[src/rtl/feedback_step_gen_v7_if.sv]
// Control/data bundle between the gyro loop error demodulator, the feedback step
// generator and the ramp/step DAC driver.
interface feedback_step_gen_v7_if #(
    parameter int ERR_W   = 32,
    parameter int ACC_W   = 32,
    parameter int OUT_W   = 16,
    parameter int SHIFT_W = 4
);
    logic                      i_trig;
    logic signed [ERR_W-1:0]   i_err;
    logic        [SHIFT_W-1:0] i_gain_sel;
    logic        [1:0]         i_fb_mode;
    logic signed [ACC_W-1:0]   i_const_step;
    logic signed [ACC_W-1:0]   i_step_max;
    logic signed [ACC_W-1:0]   i_step_min;
    logic                      i_clr;
    logic signed [OUT_W-1:0]   o_step;
    logic signed [ACC_W-1:0]   o_step_mon;
    logic                      o_valid;
    logic        [1:0]         o_sat;
    logic        [SHIFT_W-1:0] o_shift_idx;

    modport master (
        output i_trig, i_err, i_gain_sel, i_fb_mode, i_const_step,
               i_step_max, i_step_min, i_clr,
        input  o_step, o_step_mon, o_valid, o_sat, o_shift_idx
    );

    modport slave (
        input  i_trig, i_err, i_gain_sel, i_fb_mode, i_const_step,
               i_step_max, i_step_min, i_clr,
        output o_step, o_step_mon, o_valid, o_sat, o_shift_idx
    );
endinterface

[src/rtl/feedback_step_gen_v7.sv]
// Gyro closed-loop feedback step generator: clamped integrator / constant-step
// accumulator followed by a right-shift gain and saturation to the DAC step width.
module feedback_step_gen_v7 #(
    parameter int ERR_W   = 32,
    parameter int ACC_W   = 32,
    parameter int OUT_W   = 16,
    parameter int SHIFT_W = 4
) (
    input  logic                 i_clk,
    input  logic                 i_rst_n,
    feedback_step_gen_v7_if.slave bus
);
    typedef enum logic [1:0] {
        MODE_OFF   = 2'd0,
        MODE_INT   = 2'd1,
        MODE_CONST = 2'd2,
        MODE_HOLD  = 2'd3
    } mode_e;

    localparam logic [SHIFT_W-1:0]    SHIFT_RST = SHIFT_W'(5);
    localparam logic signed [ACC_W-1:0] OUT_MAX =
        {{(ACC_W-OUT_W+1){1'b0}}, {(OUT_W-1){1'b1}}};
    localparam logic signed [ACC_W-1:0] OUT_MIN =
        {{(ACC_W-OUT_W+1){1'b1}}, {(OUT_W-1){1'b0}}};

    logic signed [ERR_W-1:0]   err_reg;
    logic                      trig_reg;
    mode_e                     mode_reg;
    logic        [SHIFT_W-1:0] shift_reg;
    logic signed [ACC_W-1:0]   acc_reg, acc_next;
    logic                      sat_acc_reg, sat_acc_next;
    logic                      trig_d_reg;
    logic                      valid_reg;
    logic signed [OUT_W-1:0]   step_reg, step_next;
    logic                      sat_out_reg, sat_out_next;

    // One extra bit keeps acc + err exact so the clamp sees the true sum.
    logic signed [ACC_W:0]     err_wide, acc_wide, sum_wide, cand_wide;
    logic signed [ACC_W:0]     max_wide, min_wide;
    logic signed [ACC_W-1:0]   clamped;
    logic                      clamp_hit;
    logic signed [ACC_W-1:0]   shifted;

    always_comb begin
        err_wide  = {{(ACC_W+1-ERR_W){err_reg[ERR_W-1]}}, err_reg};
        acc_wide  = {acc_reg[ACC_W-1], acc_reg};
        sum_wide  = acc_wide + err_wide;
        max_wide  = {bus.i_step_max[ACC_W-1], bus.i_step_max};
        min_wide  = {bus.i_step_min[ACC_W-1], bus.i_step_min};
        cand_wide = (mode_reg == MODE_CONST)
                  ? {bus.i_const_step[ACC_W-1], bus.i_const_step} : sum_wide;
        clamped   = cand_wide[ACC_W-1:0];
        clamp_hit = 1'b0;
        // Upper bound checked first so a min>max setup resolves deterministically.
        if (cand_wide > max_wide) begin
            clamped   = bus.i_step_max;
            clamp_hit = 1'b1;
        end else if (cand_wide < min_wide) begin
            clamped   = bus.i_step_min;
            clamp_hit = 1'b1;
        end
    end

    always_comb begin
        acc_next     = acc_reg;
        sat_acc_next = sat_acc_reg;
        if (bus.i_clr) begin
            acc_next     = '0;
            sat_acc_next = 1'b0;
        end else begin
            case (mode_reg)
                MODE_OFF: begin
                    acc_next     = '0;
                    sat_acc_next = 1'b0;
                end
                MODE_INT, MODE_CONST: begin
                    if (trig_reg) begin
                        acc_next     = clamped;
                        sat_acc_next = clamp_hit;
                    end
                end
                default: ;
            endcase
        end
    end

    // Output path runs every cycle so gain changes apply without a trigger.
    always_comb begin
        shifted      = acc_reg >>> shift_reg;
        step_next    = shifted[OUT_W-1:0];
        sat_out_next = 1'b0;
        if (shifted > OUT_MAX) begin
            step_next    = OUT_MAX[OUT_W-1:0];
            sat_out_next = 1'b1;
        end else if (shifted < OUT_MIN) begin
            step_next    = OUT_MIN[OUT_W-1:0];
            sat_out_next = 1'b1;
        end
    end

    always_ff @(posedge i_clk or negedge i_rst_n) begin
        if (!i_rst_n) begin
            err_reg     <= '0;
            trig_reg    <= 1'b0;
            mode_reg    <= MODE_OFF;
            shift_reg   <= SHIFT_RST;
            acc_reg     <= '0;
            sat_acc_reg <= 1'b0;
            trig_d_reg  <= 1'b0;
            valid_reg   <= 1'b0;
            step_reg    <= '0;
            sat_out_reg <= 1'b0;
        end else begin
            err_reg     <= bus.i_err;
            trig_reg    <= bus.i_trig;
            mode_reg    <= mode_e'(bus.i_fb_mode);
            shift_reg   <= bus.i_gain_sel;
            acc_reg     <= acc_next;
            sat_acc_reg <= sat_acc_next;
            trig_d_reg  <= trig_reg;
            valid_reg   <= trig_d_reg;
            step_reg    <= step_next;
            sat_out_reg <= sat_out_next;
        end
    end

    assign bus.o_step      = step_reg;
    assign bus.o_step_mon  = acc_reg;
    assign bus.o_valid     = valid_reg;
    assign bus.o_sat       = {sat_out_reg, sat_acc_reg};
    assign bus.o_shift_idx = shift_reg;
endmodule

[src/flat_wrapper.sv]
// flat-port wrapper written by rule: the top's interface ports become plain ports
module feedback_step_gen_v7_flat 
#(
    parameter int ERR_W   = 32,
    parameter int ACC_W   = 32,
    parameter int OUT_W   = 16,
    parameter int SHIFT_W = 4
)
  (i_clk, i_rst_n, bus_i_trig, bus_i_err, bus_i_gain_sel, bus_i_fb_mode, bus_i_const_step, bus_i_step_max, bus_i_step_min, bus_i_clr, bus_o_step, bus_o_step_mon, bus_o_valid, bus_o_sat, bus_o_shift_idx);
  feedback_step_gen_v7_if #(.ERR_W(ERR_W), .ACC_W(ACC_W), .OUT_W(OUT_W), .SHIFT_W(SHIFT_W)) bus_i ();
  input  logic i_clk;
  input  logic i_rst_n;
  input wire logic [$bits(bus_i.i_trig)-1:0] bus_i_trig;
  input wire logic [$bits(bus_i.i_err)-1:0] bus_i_err;
  input wire logic [$bits(bus_i.i_gain_sel)-1:0] bus_i_gain_sel;
  input wire logic [$bits(bus_i.i_fb_mode)-1:0] bus_i_fb_mode;
  input wire logic [$bits(bus_i.i_const_step)-1:0] bus_i_const_step;
  input wire logic [$bits(bus_i.i_step_max)-1:0] bus_i_step_max;
  input wire logic [$bits(bus_i.i_step_min)-1:0] bus_i_step_min;
  input wire logic [$bits(bus_i.i_clr)-1:0] bus_i_clr;
  output wire logic [$bits(bus_i.o_step)-1:0] bus_o_step;
  output wire logic [$bits(bus_i.o_step_mon)-1:0] bus_o_step_mon;
  output wire logic [$bits(bus_i.o_valid)-1:0] bus_o_valid;
  output wire logic [$bits(bus_i.o_sat)-1:0] bus_o_sat;
  output wire logic [$bits(bus_i.o_shift_idx)-1:0] bus_o_shift_idx;
  assign bus_i.i_trig = bus_i_trig;
  assign bus_i.i_err = bus_i_err;
  assign bus_i.i_gain_sel = bus_i_gain_sel;
  assign bus_i.i_fb_mode = bus_i_fb_mode;
  assign bus_i.i_const_step = bus_i_const_step;
  assign bus_i.i_step_max = bus_i_step_max;
  assign bus_i.i_step_min = bus_i_step_min;
  assign bus_i.i_clr = bus_i_clr;
  assign bus_o_step = bus_i.o_step;
  assign bus_o_step_mon = bus_i.o_step_mon;
  assign bus_o_valid = bus_i.o_valid;
  assign bus_o_sat = bus_i.o_sat;
  assign bus_o_shift_idx = bus_i.o_shift_idx;
  feedback_step_gen_v7 #(.ERR_W(ERR_W), .ACC_W(ACC_W), .OUT_W(OUT_W), .SHIFT_W(SHIFT_W)) u_core (.i_clk(i_clk), .i_rst_n(i_rst_n), .bus(bus_i));
endmodule
[config.mk]
export PLATFORM = sky130hd
export DESIGN_NAME = feedback_step_gen_v7_flat
export DESIGN_NICKNAME = d
export VERILOG_FILES = /design/src/rtl/feedback_step_gen_v7_if.sv /design/src/rtl/feedback_step_gen_v7.sv /design/src/flat_wrapper.sv
export SDC_FILE = /design/constraint.sdc
export NUM_CORES = 1
export LEC_CHECK = 0
export CAP_MARGIN = 20
export CELL_PAD_IN_SITES_DETAIL_PLACEMENT = 0
export CELL_PAD_IN_SITES_GLOBAL_PLACEMENT = 1
export CORE_ASPECT_RATIO = 0.7
export CORE_MARGIN = 5
export CORE_UTILIZATION = 41
export DETAILED_ROUTE_END_ITERATION = 6
export GPL_ROUTABILITY_DRIVEN = 0
export HOLD_SLACK_MARGIN = 0.06
export PLACE_DENSITY_LB_ADDON = 0.1
export SLEW_MARGIN = 0
export SYNTH_ARGS = -nofsm -noshare
export SYNTH_HDL_FRONTEND = slang
export SYNTH_SLANG_ARGS = --single-unit
export TNS_END_PERCENT = 50
[constraint.sdc]
create_clock -name i_clk -period 7.58 [get_ports i_clk]
set_clock_uncertainty 0.05 [all_clocks]
set_input_delay 2.274 -clock i_clk [delete_from_list [all_inputs] [get_ports i_clk]]
set_output_delay 2.274 -clock i_clk [all_outputs]
set_load 0.005 [all_outputs]
==> impl_results.md <==
- Slew headroom: 36.5%
- Critical path arrival: 6450 ps
- Final hold vios: 0
- FF-to-FF Start: u_core.bus.o_step_mon[0]
- Seq/Total Area, Yosys: 27.4%
- Worst Setup End Kind: flip-flop
- Clock share of power: 18.8%
- Count of different cell masters after synthesis: 71
- Hold crit path type: flip-flop to flip-flop
- Seq. cell area: 2280 sq um
- Synth Instances: 1,007
- Leakage: 4.82 nW
- Hold WS: 306 ps
- Antenna-violating nets left: 0
- Antenna violations before repair: 2
- Switching pwr: 1.06 mW
- EDFF count, synth: 0
- DRC viols: 0
- Flops & latches, synth: 91
- Dpl hpwl: 22.2 mm
- CP startpoint kind: flip-flop
- Final worst slack: 1350 ps
- Core area: 19,900 sq um
- WL/cell: 19.2 microns
- Starting Density: 41.8%
- Largest net degree at the start of global routing: 62
- Unrepaired setup endpoints after global routing: no
- Area leader, netlist: dfrtp_1
- Post-synth ARST share: 100%
- Yosys warning count: 0
- Syn_nets: 1,245
- Minimum clock period: 6230 ps
- Final Cycle Share: 82.1%
- Synth top area share: 26.8%
- CTS sink cnt: 91
- CP Launch Point: u_core.bus.o_step_mon[0]
- Place WS: 1330 ps
- Pwr Density: 235 nW/um^2
- Peak VDD IR: 0.000111 V
- DP Area: 10,400 sq um
- Multi-input gate area: 5530 sq um
- Post-CTS Setup Bufs: 0
- Io pins: 193
- Status: complete, no violations
- Slew Viols, Final: 0
- Fin area: 10,700 sq um
- CTS tree: yes
- GR Overflow Total: 0
- Hold depth: 0
- DR vias/cell: 5.60
- Reg2reg path depth: 23
- Die Y: 129 microns
- Skew-Pair Late Insertion Delay: 350 ps
- Initial DRC count: 621
- Int Pwr: 1.46 mW
- Die area: 23,300 sq um
- Top_reg_cell synth: dfrtp_1
- Diode count: 0
- Routed wire length: 27.7 mm
- Max Fclk: 161 MHz
- CP endpoint: u_core.bus.o_step_mon[31]
- CTS Root Cell: clkbuf_16
- CTS buffer count: 9
- Switching Share: 42.1%
- Sequential Power Share: 26.8%
- R2R Path End: u_core.bus.o_step_mon[31]
- Synth area leaders: dfrtp_1, ha_1, mux2i_1
- Worst-case clock buffer depth: 2
- # fillers: 1,919
- Resize count post-CTS: 0
- Num rows: 43
- Maxcap violations: 0
- Layout cells sized above 1: 4.61%
- Overall Global Routing Usage: 23.1%
- Drt pass-1 iters: 5
- Logic pwr share: 54.3%
- Area Overhead vs Synth: 29.0%
- Number of global-route vias before repair: 7,653
- WP data required: 7810 ps
- Synth Cell Area: 8320 sq um
- Setup tns final: 0 ps
- Port buffer count: 192
- Worst Setup Path Type: flip-flop to flip-flop
- Final setup viols: 0
- Vias: 8,074
- Critical path fanouts, max: 39
- Die X-Extent: 180 microns
- R2R Setup Slk: 1350 ps
- CTS H-tree lvls: 3
- First-pass GRT wire length: 42.7 mm
- Synthesized area per cell: 8.27 sq um
- Worst Tran Pin Value: 950 ps
- Fin nets: 1,404
- Hold Buf Count CTS: 0
- Clock slew at reported path FFs: 70 ps
==> synthesized netlist by cell type (all sizes together), types with 3 or more instances <==
cell and count:
o211ai 11, o31ai 5, a211oi 15, nor3 10
a211o 7, a21oi 85, nand3 13, a22o 10
nand2 119, and2 6, nand2b 9, a222oi 5
o22ai 3, nor2b 4, a221o 9, xnor2 16
dfrtp 89, xor2 11, ha 99, inv 83
nor4 7, buf 22, mux2i 56, nand4 21
a22oi 17, and3 4, mux2 9, a31oi 5
o21ai 112, o21bai 8, o21a 6, nor2 56
a21o 13, clkbuf 30, a21boi 3
==> cell type report <==
cell class | instances | area share, %
Tap cell | 270 | 3.15
Clock inverter | 5 | 0.582
Multi-Input combinational cell | 781 | 51.5
Timing Repair Buffer | 200 | 18.4
Sequential cell | 91 | 21.2
Inverter | 83 | 2.90
Clock buffer | 11 | 2.26
==> through the flow <==
stage,power [mW],util (%),std cells
2_1_floorplan,1.52,-,1007
3_3_place_gp,2.03,52.4,1424
4_1_cts,2.52,53.9,1440
5_1_grt,2.72,54.0,1441
6_report,2.52,54.0,1441
3_5_place_dp,2.04,52.4,1424
==> worst min-delay path by stage <==
stage / from / to / slack [ps]
detailed placement: u_core.trig_d_reg / u_core.bus.o_valid / 290
finish: u_core.trig_d_reg / u_core.bus.o_valid / 310
CTS: u_core.trig_d_reg / u_core.bus.o_valid / 310
floorplan: u_core.trig_d_reg / u_core.bus.o_valid / 280
global placement: u_core.trig_d_reg / u_core.bus.o_valid / 280
global route: u_core.trig_d_reg / u_core.bus.o_valid / 320
==> cell families (layout without fill, tap and decap cells) <==
family,after synthesis,in the layout,share of synthesized area (%)
muxes,67,67,8.49
xor gates and xnor gates,27,27,2.84
AOI/OAI and AO/OA,332,332,25.6
adders and majority gates,100,100,15.1
DFF,91,91,27.4
and+or+nand+nor,255,255,14.0
buffers and inverters,135,299,6.55
==> critical path, stage by stage (launching register included) <==
cell	delay, ps
dfrtp_1	420
ha_1	220
inv_1	60
fa_1	390
nand2b_1	180
a21o_1	220
a21o_1	250
o31ai_4	340
a2111oi_0	200
o31ai_1	470
nand2_1	110
nand3_1	100
a31oi_1	120
ha_1	430
nand4_2	200
nor4_4	380
nand4_1	180
a211o_1	250
o211ai_1	180
mux2i_4	100
buf_4	270
nor2_2	650
o21ai_0	200
o21ai_1	170
==> layer usage <==
metal / track usage (%) / wire [microns] / vias up
met1: 34.5 / 13500 / 3754
li1: - / - / 3974
met4: 4.80 / 382 / 4
met5: 0 / 24 / -
met2: 33.9 / 11500 / 309
met3: 6.06 / 2320 / 33
==> placed cells by master (no fill, tap or decap), types with 4 or more instances in the layout <==
cell type / netlist / layout
clkdlybuf4s50_1: 0 / 191
nand2_1: 119 / 119
ha_1: 99 / 98
dfrtp_1: 89 / 89
o21ai_0: 85 / 85
a21oi_1: 84 / 84
inv_1: 82 / 82
nor2_1: 55 / 55
mux2i_1: 56 / 55
o21ai_1: 26 / 26
nand4_1: 20 / 20
a22oi_1: 17 / 17
xnor2_1: 16 / 16
a21o_1: 13 / 13
nand3_1: 13 / 13
a211oi_1: 14 / 13
o211ai_1: 11 / 11
xor2_1: 11 / 11
nor3_1: 10 / 10
a22o_1: 10 / 10
nand2b_1: 9 / 9
mux2_2: 9 / 9
a221o_1: 9 / 9
clkbuf_16: 0 / 9
o21bai_1: 8 / 8
buf_4: 4 / 8
a211o_1: 7 / 7
and2_1: 6 / 6
nor4_1: 6 / 6
o21a_1: 6 / 6
a31oi_1: 5 / 5
a222oi_1: 5 / 5
nor2b_1: 4 / 4
and3_1: 4 / 4
==> power by group through the flow <==
stage               clock network, mW  registers, mW  logic, mW
floorplan                           0          0.637      0.883
global placement                    0          0.684       1.35
detailed placement                  0          0.684       1.35
CTS                             0.488          0.675       1.36
global route                    0.507          0.687       1.52
finish                          0.475          0.677       1.37
No activity file was read; power rests on OpenSTA's default activity.
